$ cat src/rtl/manchester_unescape.sv
// manchester_unescape: AXI-Stream byte decoder, receive-side inverse of manchester_escape.
//   ESC_SYM START_CODE -> START_SYM with tuser = 1 (start of frame)
//   ESC_SYM ESC_SYM    -> ESC_SYM data byte
//   Any other byte after ESC_SYM, or ESC_SYM carrying tlast, is illegal: dropped, esc_err pulses.
// Optional feature: define MANCHESTER_UNESCAPE_ERR_CNT_EN to add the saturating 16-bit err_count port.
module manchester_unescape #(
  parameter int unsigned              DATA_WIDTH = 8,
  parameter logic [DATA_WIDTH-1:0]    ESC_SYM    = 8'hE5,
  parameter logic [DATA_WIDTH-1:0]    START_SYM  = 8'hD5,
  parameter logic [DATA_WIDTH-1:0]    START_CODE = 8'hF5
) (
  input  logic                  aclk,
  input  logic                  aresetn,
  input  logic [DATA_WIDTH-1:0] s_axis_tdata,
  input  logic                  s_axis_tvalid,
  output logic                  s_axis_tready,
  input  logic                  s_axis_tlast,
  output logic [DATA_WIDTH-1:0] m_axis_tdata,
  output logic                  m_axis_tvalid,
  input  logic                  m_axis_tready,
  output logic                  m_axis_tlast,
  output logic                  m_axis_tuser,
  output logic                  esc_err
`ifdef MANCHESTER_UNESCAPE_ERR_CNT_EN
  ,
  output logic [15:0]           err_count
`endif
);

  typedef enum logic {
    NORMAL   = 1'b0,
    ESC_SEEN = 1'b1
  } state_t;

  state_t                state;
  state_t                state_next;

  logic                  accept;
  logic                  is_esc;
  logic                  is_start_code;

  logic                  emit;
  logic [DATA_WIDTH-1:0] emit_data;
  logic                  emit_user;
  logic                  err;

  // Output register can take a new beat when empty or draining this cycle.
  always_comb begin
    s_axis_tready = !m_axis_tvalid || m_axis_tready;
    accept        = s_axis_tvalid && s_axis_tready;
    is_esc        = (s_axis_tdata == ESC_SYM);
    is_start_code = (s_axis_tdata == START_CODE);
  end

  // State register; reset discards any pending escape.
  always_ff @(posedge aclk or negedge aresetn) begin
    if (!aresetn) begin
      state <= NORMAL;
    end else begin
      state <= state_next;
    end
  end

  // Next state: only an ESC without tlast opens a pair; any byte in ESC_SEEN closes it.
  always_comb begin
    state_next = state;
    if (accept) begin
      unique case (state)
        NORMAL:   if (is_esc && !s_axis_tlast) state_next = ESC_SEEN;
        ESC_SEEN: state_next = NORMAL;
        default:  state_next = NORMAL;
      endcase
    end
  end

  // Decode the accepted byte into an output beat or an error.
  always_comb begin
    emit      = 1'b0;
    emit_data = s_axis_tdata;
    emit_user = 1'b0;
    err       = 1'b0;
    if (accept) begin
      unique case (state)
        NORMAL: begin
          if (!is_esc) begin
            emit = 1'b1;
          end else if (s_axis_tlast) begin
            err = 1'b1;
          end
        end
        ESC_SEEN: begin
          if (is_esc) begin
            emit = 1'b1;
          end else if (is_start_code) begin
            emit      = 1'b1;
            emit_data = START_SYM;
            emit_user = 1'b1;
          end else begin
            err = 1'b1;
          end
        end
        default: ;
      endcase
    end
  end

  // Registered output stage; payload held while stalled, valid cleared once drained.
  always_ff @(posedge aclk or negedge aresetn) begin
    if (!aresetn) begin
      m_axis_tvalid <= 1'b0;
      m_axis_tdata  <= '0;
      m_axis_tlast  <= 1'b0;
      m_axis_tuser  <= 1'b0;
      esc_err       <= 1'b0;
    end else begin
      esc_err <= err;
      if (emit) begin
        m_axis_tvalid <= 1'b1;
        m_axis_tdata  <= emit_data;
        m_axis_tlast  <= s_axis_tlast;
        m_axis_tuser  <= emit_user;
      end else if (m_axis_tready) begin
        m_axis_tvalid <= 1'b0;
      end
    end
  end

`ifdef MANCHESTER_UNESCAPE_ERR_CNT_EN
  // Saturating count of esc_err pulses; cleared only by reset.
  always_ff @(posedge aclk or negedge aresetn) begin
    if (!aresetn) begin
      err_count <= '0;
    end else if (esc_err && (err_count != '1)) begin
      err_count <= err_count + 16'd1;
    end
  end
`endif

endmodule
$ cat config.mk
export PLATFORM = sky130hd
export DESIGN_NAME = manchester_unescape
export DESIGN_NICKNAME = d
export VERILOG_FILES = /design/src/rtl/manchester_unescape.sv
export SDC_FILE = /design/constraint.sdc
export NUM_CORES = 1
export LEC_CHECK = 0
export ABC_AREA = 1
export CORE_UTILIZATION = 30
export CTS_CLUSTER_DIAMETER = 30
export CTS_CLUSTER_SIZE = 10
export DETAILED_ROUTE_END_ITERATION = 8
export HOLD_SLACK_MARGIN = 0.1
export PLACE_DENSITY = 0.62
export SKIP_CTS_REPAIR_TIMING = 1
export SYNTH_ARGS = -nofsm -noshare
export SYNTH_HDL_FRONTEND = slang
export SYNTH_SLANG_ARGS = --single-unit
export TNS_END_PERCENT = 5
$ cat constraint.sdc
create_clock -name aclk -period 2.8 [get_ports aclk]
set_input_delay 0.56 -clock aclk [delete_from_list [all_inputs] [get_ports aclk]]
set_output_delay 0.56 -clock aclk [all_outputs]
set_load 0.005 [all_outputs]
# Word level (Yosys, flattened, before mapping)
# Cells that the tools add are included.
[totals]
reg_bits = 13
in_bits = 13
output_inout_bits = 13
elab_cells = 37
[classes]
n_eq_ne = 2
mux = 22
bitwise = 1
n_reduce_logical = 6
[ops]
columns = ["op", "count"]
rows = [
  ["$mux W8", 4],
  ["$eq A8 B8 Y1 const B", 2],
  ["$mux W1", 15],
  ["$pmux W1 S2", 3],
  ["$logic_and A1 B1 Y1", 2],
  ["$logic_not A1 Y1", 2],
  ["$reduce_bool A2 Y1", 1],
  ["$logic_or A1 B1 Y1", 1],
  ["$not A1 Y1", 1],
]

# Depth between registers and ports, before layout
# Gate-level depths: netlist of the first run.
[depth]
word_depth = 6
mapped_depth = 10
depth_no_buf = 9

# Least setup slack after synthesis of the first run
# No wires, ideal clock.
[synth_timing]
kind = "input -> register"
from = "input m_axis_tready"
to = "register m_axis_tuser"
setup_time_ns = 0.117
t_arrival_ns = 1.225
t_required_ns = 2.683
setup_slack_ns = 1.458
stages = 8
n_path_buf = 1
path_cell_list = "inv_1 a21boi_2 nand2_2 inv_4 nand2_4 buf_6 nand2_1 nand2_1"
[synth_between]
elab_chain_len = 3
word_cells_on_any_way = 4
classes_between = "mux: 2; reduce/logical: 2"
[synth_rtl]
columns = ["item", "line", "text"]
rows = [
  ["start: declaration", "20", "input logic m_axis_tready,"],
  ["$logic_or A1 B1 Y1 *", "49", "s_axis_tready = !m_axis_tvalid || m_axis_tready;"],
  ["$logic_and A1 B1 Y1 *", "50", "accept = s_axis_tvalid && s_axis_tready;"],
  ["$mux W1", "82", "if (accept) begin"],
  ["end signal: assignment", "121", "m_axis_tuser <= emit_user;"],
  ["end: declaration", "22", "output logic m_axis_tuser,"],
]
# Every way passes the cells marked *; elsewhere a longest branch is shown, timed or not.
# A chain may end at the register's enable or synchronous reset.

# Worst setup path after layout of the first run
[layout_timing]
from = "input m_axis_tready"
to = "output s_axis_tready"
[layout_between]
elab_chain_len = 1
[layout_rtl]
columns = ["item", "line", "text"]
rows = [
  ["$logic_or A1 B1 Y1", "49", ""],
  ["end: declaration", "16", "output logic s_axis_tready,"],
]
# Every way passes these cells.

==> summary.md, run 1 <==
| Metric | Value |
|---|---|
| R2R Setup Slk | `1.57 ns` |
| N_diodes | `0` |
| Initial core utilization | `0.323` |
| Post-Place Setup Slack | `0.568 ns` |
| Register bit total from synthesis | `13` |
| DR WL/cell | `10.3 um` |
| Antenna Violating Nets Remaining | `0` |
| Vias/cell | `4.23` |
| Total power | `448 uW` |
| Largest family of logic cells by synthesized area | `simple AND/OR/NAND/NOR gates` |
| Residual DRC count | `0` |
| First-pass GRT wire length | `2.13 mm` |
| Slew HR | `0.600` |
| Worst path depth | `4` |
| Psw | `114 uW` |
| RSZ-0062 raised after global routing | `false` |
| Data required, critical path | `2.24 ns` |
| Pint | `334 uW` |
| Sequential share of power | `0.497` |
| Clock slew at reported path FFs | `0.07 ns` |
| Synth warn | `0` |
| Pwr Density | `483 nW/um^2` |
| Switching fraction of total power | `0.254` |
| Critical path, cell by cell | `clkdlybuf4s50_1 > inv_1 > nand2_1 > clkdlybuf4s50_1` |
| Critical path buffers and inverters | `3` |
| GRT Residual Overflow | `0` |
| FILL cells | `202` |
| H-tree depth | `1` |
| Final WL | `1.34 mm` |
| Final setup margin | `0.571 ns` |
| Root Driver | `clkbuf_4` |
| Hold Path Cell Cnt | `2` |
| Largest net degree at the start of global routing | `14` |
| Vias in the first global route | `493` |
| CP Launch Type | `primary input` |
| Launch point of the worst reg-to-reg path | `m_axis_tvalid` |
| Synth Area in XOR/XNOR | `0` |
| Logic pwr share | `0.253` |
| Mean Syn Cell Area | `8.43 um^2` |
| Critical path startpoint | `m_axis_tready` |
| Layout area overhead | `44.9%` |
| Commonest non-fill, non-tap cells in the layout | `nand2_1, clkdlybuf4s50_1, dfrtp_1` |
| Synth Area in Compound Gates | `0.0371` |
| CP Class | `primary input to primary output` |
| Post-DP HPWL | `1.03 mm` |
| Slew Viols, Final | `0` |
| Highest clock rate | `0.449 GHz` |
| Worst-Margin Slew | `0.598 ns` |
| Layout Nets | `117` |
| Post-synthesis mux area share | `0` |
| Total negative setup slack | `0 ns` |
| # rows | `16` |
| Die height | `48.2 um` |
| Post-Syn Nets | `89` |
| Share of layout cells above drive strength 1 | `0.0971` |
| Sequential element share of the synthesized area | `0.508` |
| Final Critical Period | `2.23 ns` |
| Worst-case reg-to-reg path depth | `6` |
| Gr usage total | `0.141` |
| Die area | `2320 um^2` |
| Worst Path Max Fanout | `2` |
| Commonest non-fill, non-tap cell in the layout | `nand2_1` |
| Vias | `550` |
| Setup Viol. Count Final | `0` |
| Setup crit end | `s_axis_tready` |
| Iteration-0 DRC Markers | `8` |
| Initial antenna violation count | `0` |
| Final Util | `0.468` |
| Clk_lat worst skew | `0.27 ns` |
| Clk_skew | `0.00260 ns` |
| Final Hold Viols | `0` |
| CTS tree | `yes` |
| Endpoint class of the critical path | `primary output` |
| # IOs | `26` |
| Placeable Area | `1980 um^2` |
| Worst path slowest cell | `clkdlybuf4s50_1` |
| Simple-Gate Fraction of Synth Area | `0.369` |
| Pre-antenna DRT Iters | `4` |
| Class of the worst hold path | `flip-flop to flip-flop` |
| Leakage power | `0.445 nW` |
| Clock share of power | `0.251` |
| Num CTS Buffers | `3` |
| Clock sink count | `13` |
| Die span in x | `48.2 um` |
| Top Family by Delay on Critical Path | `buffers and inverters` |
| Adder-Cell Fraction of Synth Area | `0` |
| Gpl congestion | `0.739` |
| Crit path DAT | `1.67 ns` |
| Max-Cap Viols | `0` |
| IO Port Bufs | `25` |
| Final Cycle Share | `0.796` |
| Post-synth cell types | `16` |
| Most used cell, CP | `clkdlybuf4s50_1` |
| Reg-to-reg critical path endpoint | `m_axis_tdata[3]` |
| Crit path largest cell delay | `0.50 ns` |
| Maximum VDD drop | `240 uV` |
| Outcome | `finished clean` |
| Clk buf depth | `2` |
| Cell count after synthesis | `76` |
| Mapped cell area | `641 um^2` |
layer usage:
layer  track usage  wire (um)
met1         0.165        584
met3        0.0148         63
met4         0.133         44
met5             0          0
met2         0.221        642
flip-flops by register name, summed over array words and instances (netlist names):
name / flops
esc_err: 1
m_axis_tlast: 1
m_axis_tuser: 1
state: 1
m_axis_tvalid: 1
m_axis_tdata: 8
worst min-delay path by stage:
stage / slack [ns] / end / from
2_1_floorplan: 0.26 / esc_err / aresetn
3_3_place_gp: 0.45 / m_axis_tdata[7] / m_axis_tdata[7]
3_5_place_dp: 0.46 / m_axis_tuser / m_axis_tuser
4_1_cts: 0.48 / m_axis_tuser / m_axis_tuser
5_1_grt: 0.51 / m_axis_tdata[6] / m_axis_tdata[6]
6_report: 0.47 / m_axis_tuser / m_axis_tuser
through the flow:
step,instances,hold slack [ns],area (um^2)
floorplan,76,0.264,641
global placement,126,0.454,902
detailed placement,126,0.457,902
CTS,130,0.477,928
global route,130,0.514,928
finish,130,0.470,928
final cells by class:
cell class / instances / area, um^2 / area share
inverters: 8 / 32.5 / 0.0350
repair buffers: 25 / 250 / 0.270
well taps: 27 / 33.8 / 0.0364
clock buffers: 4 / 26.3 / 0.0283
flip-flops and latches: 13 / 325 / 0.350
multi-input cells: 53 / 260 / 0.280
cells by family (layout without fill, tap and decap cells):
group | after synthesis | in the layout
and+or+nand+nor | 50 | 50
DFF | 13 | 13
buffers and inverters | 10 | 37
AOI/OAI and AO/OA | 3 | 3
power by group through the flow:
stage	Sequential, mW	Clock (mW)	Combinational [mW]
finish	0.222	0.112	0.113
floorplan	0.228	0	0.0387
detailed placement	0.227	0	0.115
global placement	0.225	0	0.114
CTS	0.223	0.121	0.116
global route	0.226	0.128	0.131
Yosys cell counts:
library cell	count	area share
nand3b_1	1	0.012
o21ai_0	1	0.0078
a21boi_0	1	0.012
nand2_1	31	0.18
nand2_2	1	0.0098
nand4_1	1	0.0098
dfrtp_1	13	0.51
buf_6	2	0.035
inv_4	1	0.0098
nor2_1	2	0.012
nand2_4	1	0.018
nand3_2	2	0.031
inv_1	7	0.041
nor2_4	1	0.018
nand3_1	10	0.078
a21boi_2	1	0.018
worst min-delay path, stage by stage, from the launching register on:
cell and delay [ns]:
dfrtp_1 0.34, nand2_1 0.05, nand2_1 0.05
Power figures use the tool's default switching activity.
==> run 2: changes to the inputs <==
==> constraint.sdc (replaced) <==
create_clock -name aclk -period 2.15 [get_ports aclk]
set_input_delay 0.43 -clock aclk [delete_from_list [all_inputs] [get_ports aclk]]
set_output_delay 0.43 -clock aclk [all_outputs]
set_load 0.005 [all_outputs]
==> results of run 2 <==
Same layout as run 1 (identical final DEF). Status: finished clean.
Main changes from that run: setup slack after placement 0.568 ns -> 0.178 ns; setup slack after layout 0.571 ns -> 0.181 ns; register-to-register setup slack 1.57 ns -> 0.92 ns; total power 0.448 mW -> 0.583 mW; worst IR drop on VDD 240 uV -> 312 uV
==> run 3: changes to the inputs <==
--- a/config.mk
+++ b/config.mk
@@ -6,12 +6,14 @@
 export NUM_CORES = 1
 export LEC_CHECK = 0
 export ABC_AREA = 1
+export CORE_MARGIN = 5
 export CORE_UTILIZATION = 30
 export CTS_CLUSTER_DIAMETER = 30
 export CTS_CLUSTER_SIZE = 10
 export DETAILED_ROUTE_END_ITERATION = 8
 export HOLD_SLACK_MARGIN = 0.1
 export PLACE_DENSITY = 0.62
+export REMOVE_ABC_BUFFERS = 1
 export SKIP_CTS_REPAIR_TIMING = 1
 export SYNTH_ARGS = -nofsm -noshare
 export SYNTH_HDL_FRONTEND = slang
==> run 3 against run 2 <==
Against the previous run: final cell count unchanged; clock skew is essentially flat; clock power grew 3%; design area stayed put; critical path depth unchanged; non-clock buffer count unchanged; maximum frequency up 0.67%; worst hold slack improved by 0.00085 ns; largest cell class unchanged; largest power group unchanged.
==> summary.md, run 3 (same netlist as run 1, synthesis figures left out) <==
| Metric | Value |
|---|---|
| Post-Place Setup Slack | `0.187 ns` |
| Pre-antenna DRT Iters | `4` |
| R2R Setup Slk | `0.92 ns` |
| CP Class | `primary input to primary output` |
| Gr usage total | `0.106` |
| Final WL | `1.41 mm` |
| DR WL/cell | `10.9 um` |
| Clock sink count | `13` |
| # IOs | `26` |
| N_diodes | `0` |
| Reg with most FFs | `m_axis_tdata` |
| Clock slew at reported path FFs | `0.08 ns` |
| Worst-Margin Slew | `0.598 ns` |
| FILL cells | `202` |
| Root Driver | `clkbuf_4` |
| Highest clock rate | `0.511 GHz` |
| Share of layout cells above drive strength 1 | `0.0971` |
| Max reg flops | `8` |
| Maximum VDD drop | `223 uV` |
| Final setup margin | `0.194 ns` |
| Largest net degree at the start of global routing | `14` |
| Crit path DAT | `1.53 ns` |
| Commonest non-fill, non-tap cell in the layout | `nand2_1` |
| First-pass GRT wire length | `2.58 mm` |
| Class of the worst hold path | `flip-flop to flip-flop` |
| Min Hold Slack | `0.471 ns` |
| Data required, critical path | `1.72 ns` |
| Slew HR | `0.600` |
| Vias in the first global route | `556` |
| Pwr Density | `632 nW/um^2` |
| # rows | `16` |
| Outcome | `finished clean` |
| Final Hold Viols | `0` |
| Antenna Violating Nets Remaining | `0` |
| Num CTS Buffers | `3` |
| Initial core utilization | `0.320` |
| GRT Residual Overflow | `0` |
| CP Launch Type | `primary input` |
| Iteration-0 DRC Markers | `8` |
| Clk_lat worst skew | `0.27 ns` |
| Placeable Area | `2000 um^2` |
| Setup Viol. Count Final | `0` |
| Total negative setup slack | `0 ns` |
| Vias/cell | `4.34` |
| Die height | `56.2 um` |
| Die area | `3160 um^2` |
| Die span in x | `56.2 um` |
| Residual DRC count | `0` |
| Layout area overhead | `44.9%` |
| Endpoint class of the critical path | `primary output` |
| Initial antenna violation count | `0` |
| Worst Path Max Fanout | `2` |
| Max-Cap Viols | `0` |
| Slew Viols, Final | `0` |
| Gpl congestion | `0.699` |
| IO Port Bufs | `25` |
| RSZ-0062 raised after global routing | `false` |
| Leakage power | `0.445 nW` |
| Final Cycle Share | `0.910` |
| Clk_skew | `0.00263 ns` |
| Final Critical Period | `1.96 ns` |
| Post-DP HPWL | `1.09 mm` |
| Layout Nets | `117` |
| Vias | `564` |
| CTS tree | `yes` |
| Clk buf depth | `2` |
| H-tree depth | `1` |
| Final Util | `0.464` |
| Commonest non-fill, non-tap cells in the layout | `nand2_1, clkdlybuf4s50_1, dfrtp_1` |
run 3: cell counts in the layout (fill, tap and decap cells not counted):
Identical to the previous run, type by type.
run 3: layout make-up:
| class | count | area [um^2] | area share |
|---|---|---|---|
| inverter | 8 | 32.5 | 0.0350 |
| tap | 27 | 33.8 | 0.0364 |
| sequential | 13 | 325 | 0.350 |
| clock buffer | 4 | 26.3 | 0.0283 |
| timing repair buffer | 25 | 250 | 0.270 |
| multi-input combinational | 53 | 260 | 0.280 |
run 3: report_power, final:
part           total, mW  switching (mW)  internal (mW)
logic              0.149          0.0592         0.0897
clock network      0.150          0.0778         0.0718
registers          0.289          0.0149          0.274
total              0.587           0.152          0.435
run 3: worst max-delay path, cell delays in order:
cell             delay (ns)
clkdlybuf4s50_1        0.46
inv_1                  0.06
nand2_1                0.07
clkdlybuf4s50_1        0.51
run 3: routing by layer:
layer / vias to the layer above / GRT usage / part of all wire
met4: 0 / 0.0712 / 0.015
met1: 254 / 0.128 / 0.43
met2: 16 / 0.159 / 0.47
met5: - / 0 / 0
met3: 2 / 0.0325 / 0.085
li1: 292 / - / -
run 3: worst paths after layout:
check,from,end,cells past startpoint
max,m_axis_tready,s_axis_tready,4
min,m_axis_tdata[1],m_axis_tdata[1],2
max reg2reg,m_axis_tvalid,m_axis_tdata[5],6
min reg2reg,m_axis_tdata[1],m_axis_tdata[1],2
max in group asynchronous,aresetn,m_axis_tdata[3],1
min in group asynchronous,aresetn,m_axis_tdata[7],1
run 3: stage by stage:
step	total power [mW]	instances	instance area (um^2)
3_3_place_gp	0.445	126	902
5_1_grt	0.628	130	928
4_1_cts	0.597	130	928
3_5_place_dp	0.446	126	902
6_report	0.587	130	928
2_1_floorplan	0.344	74	618
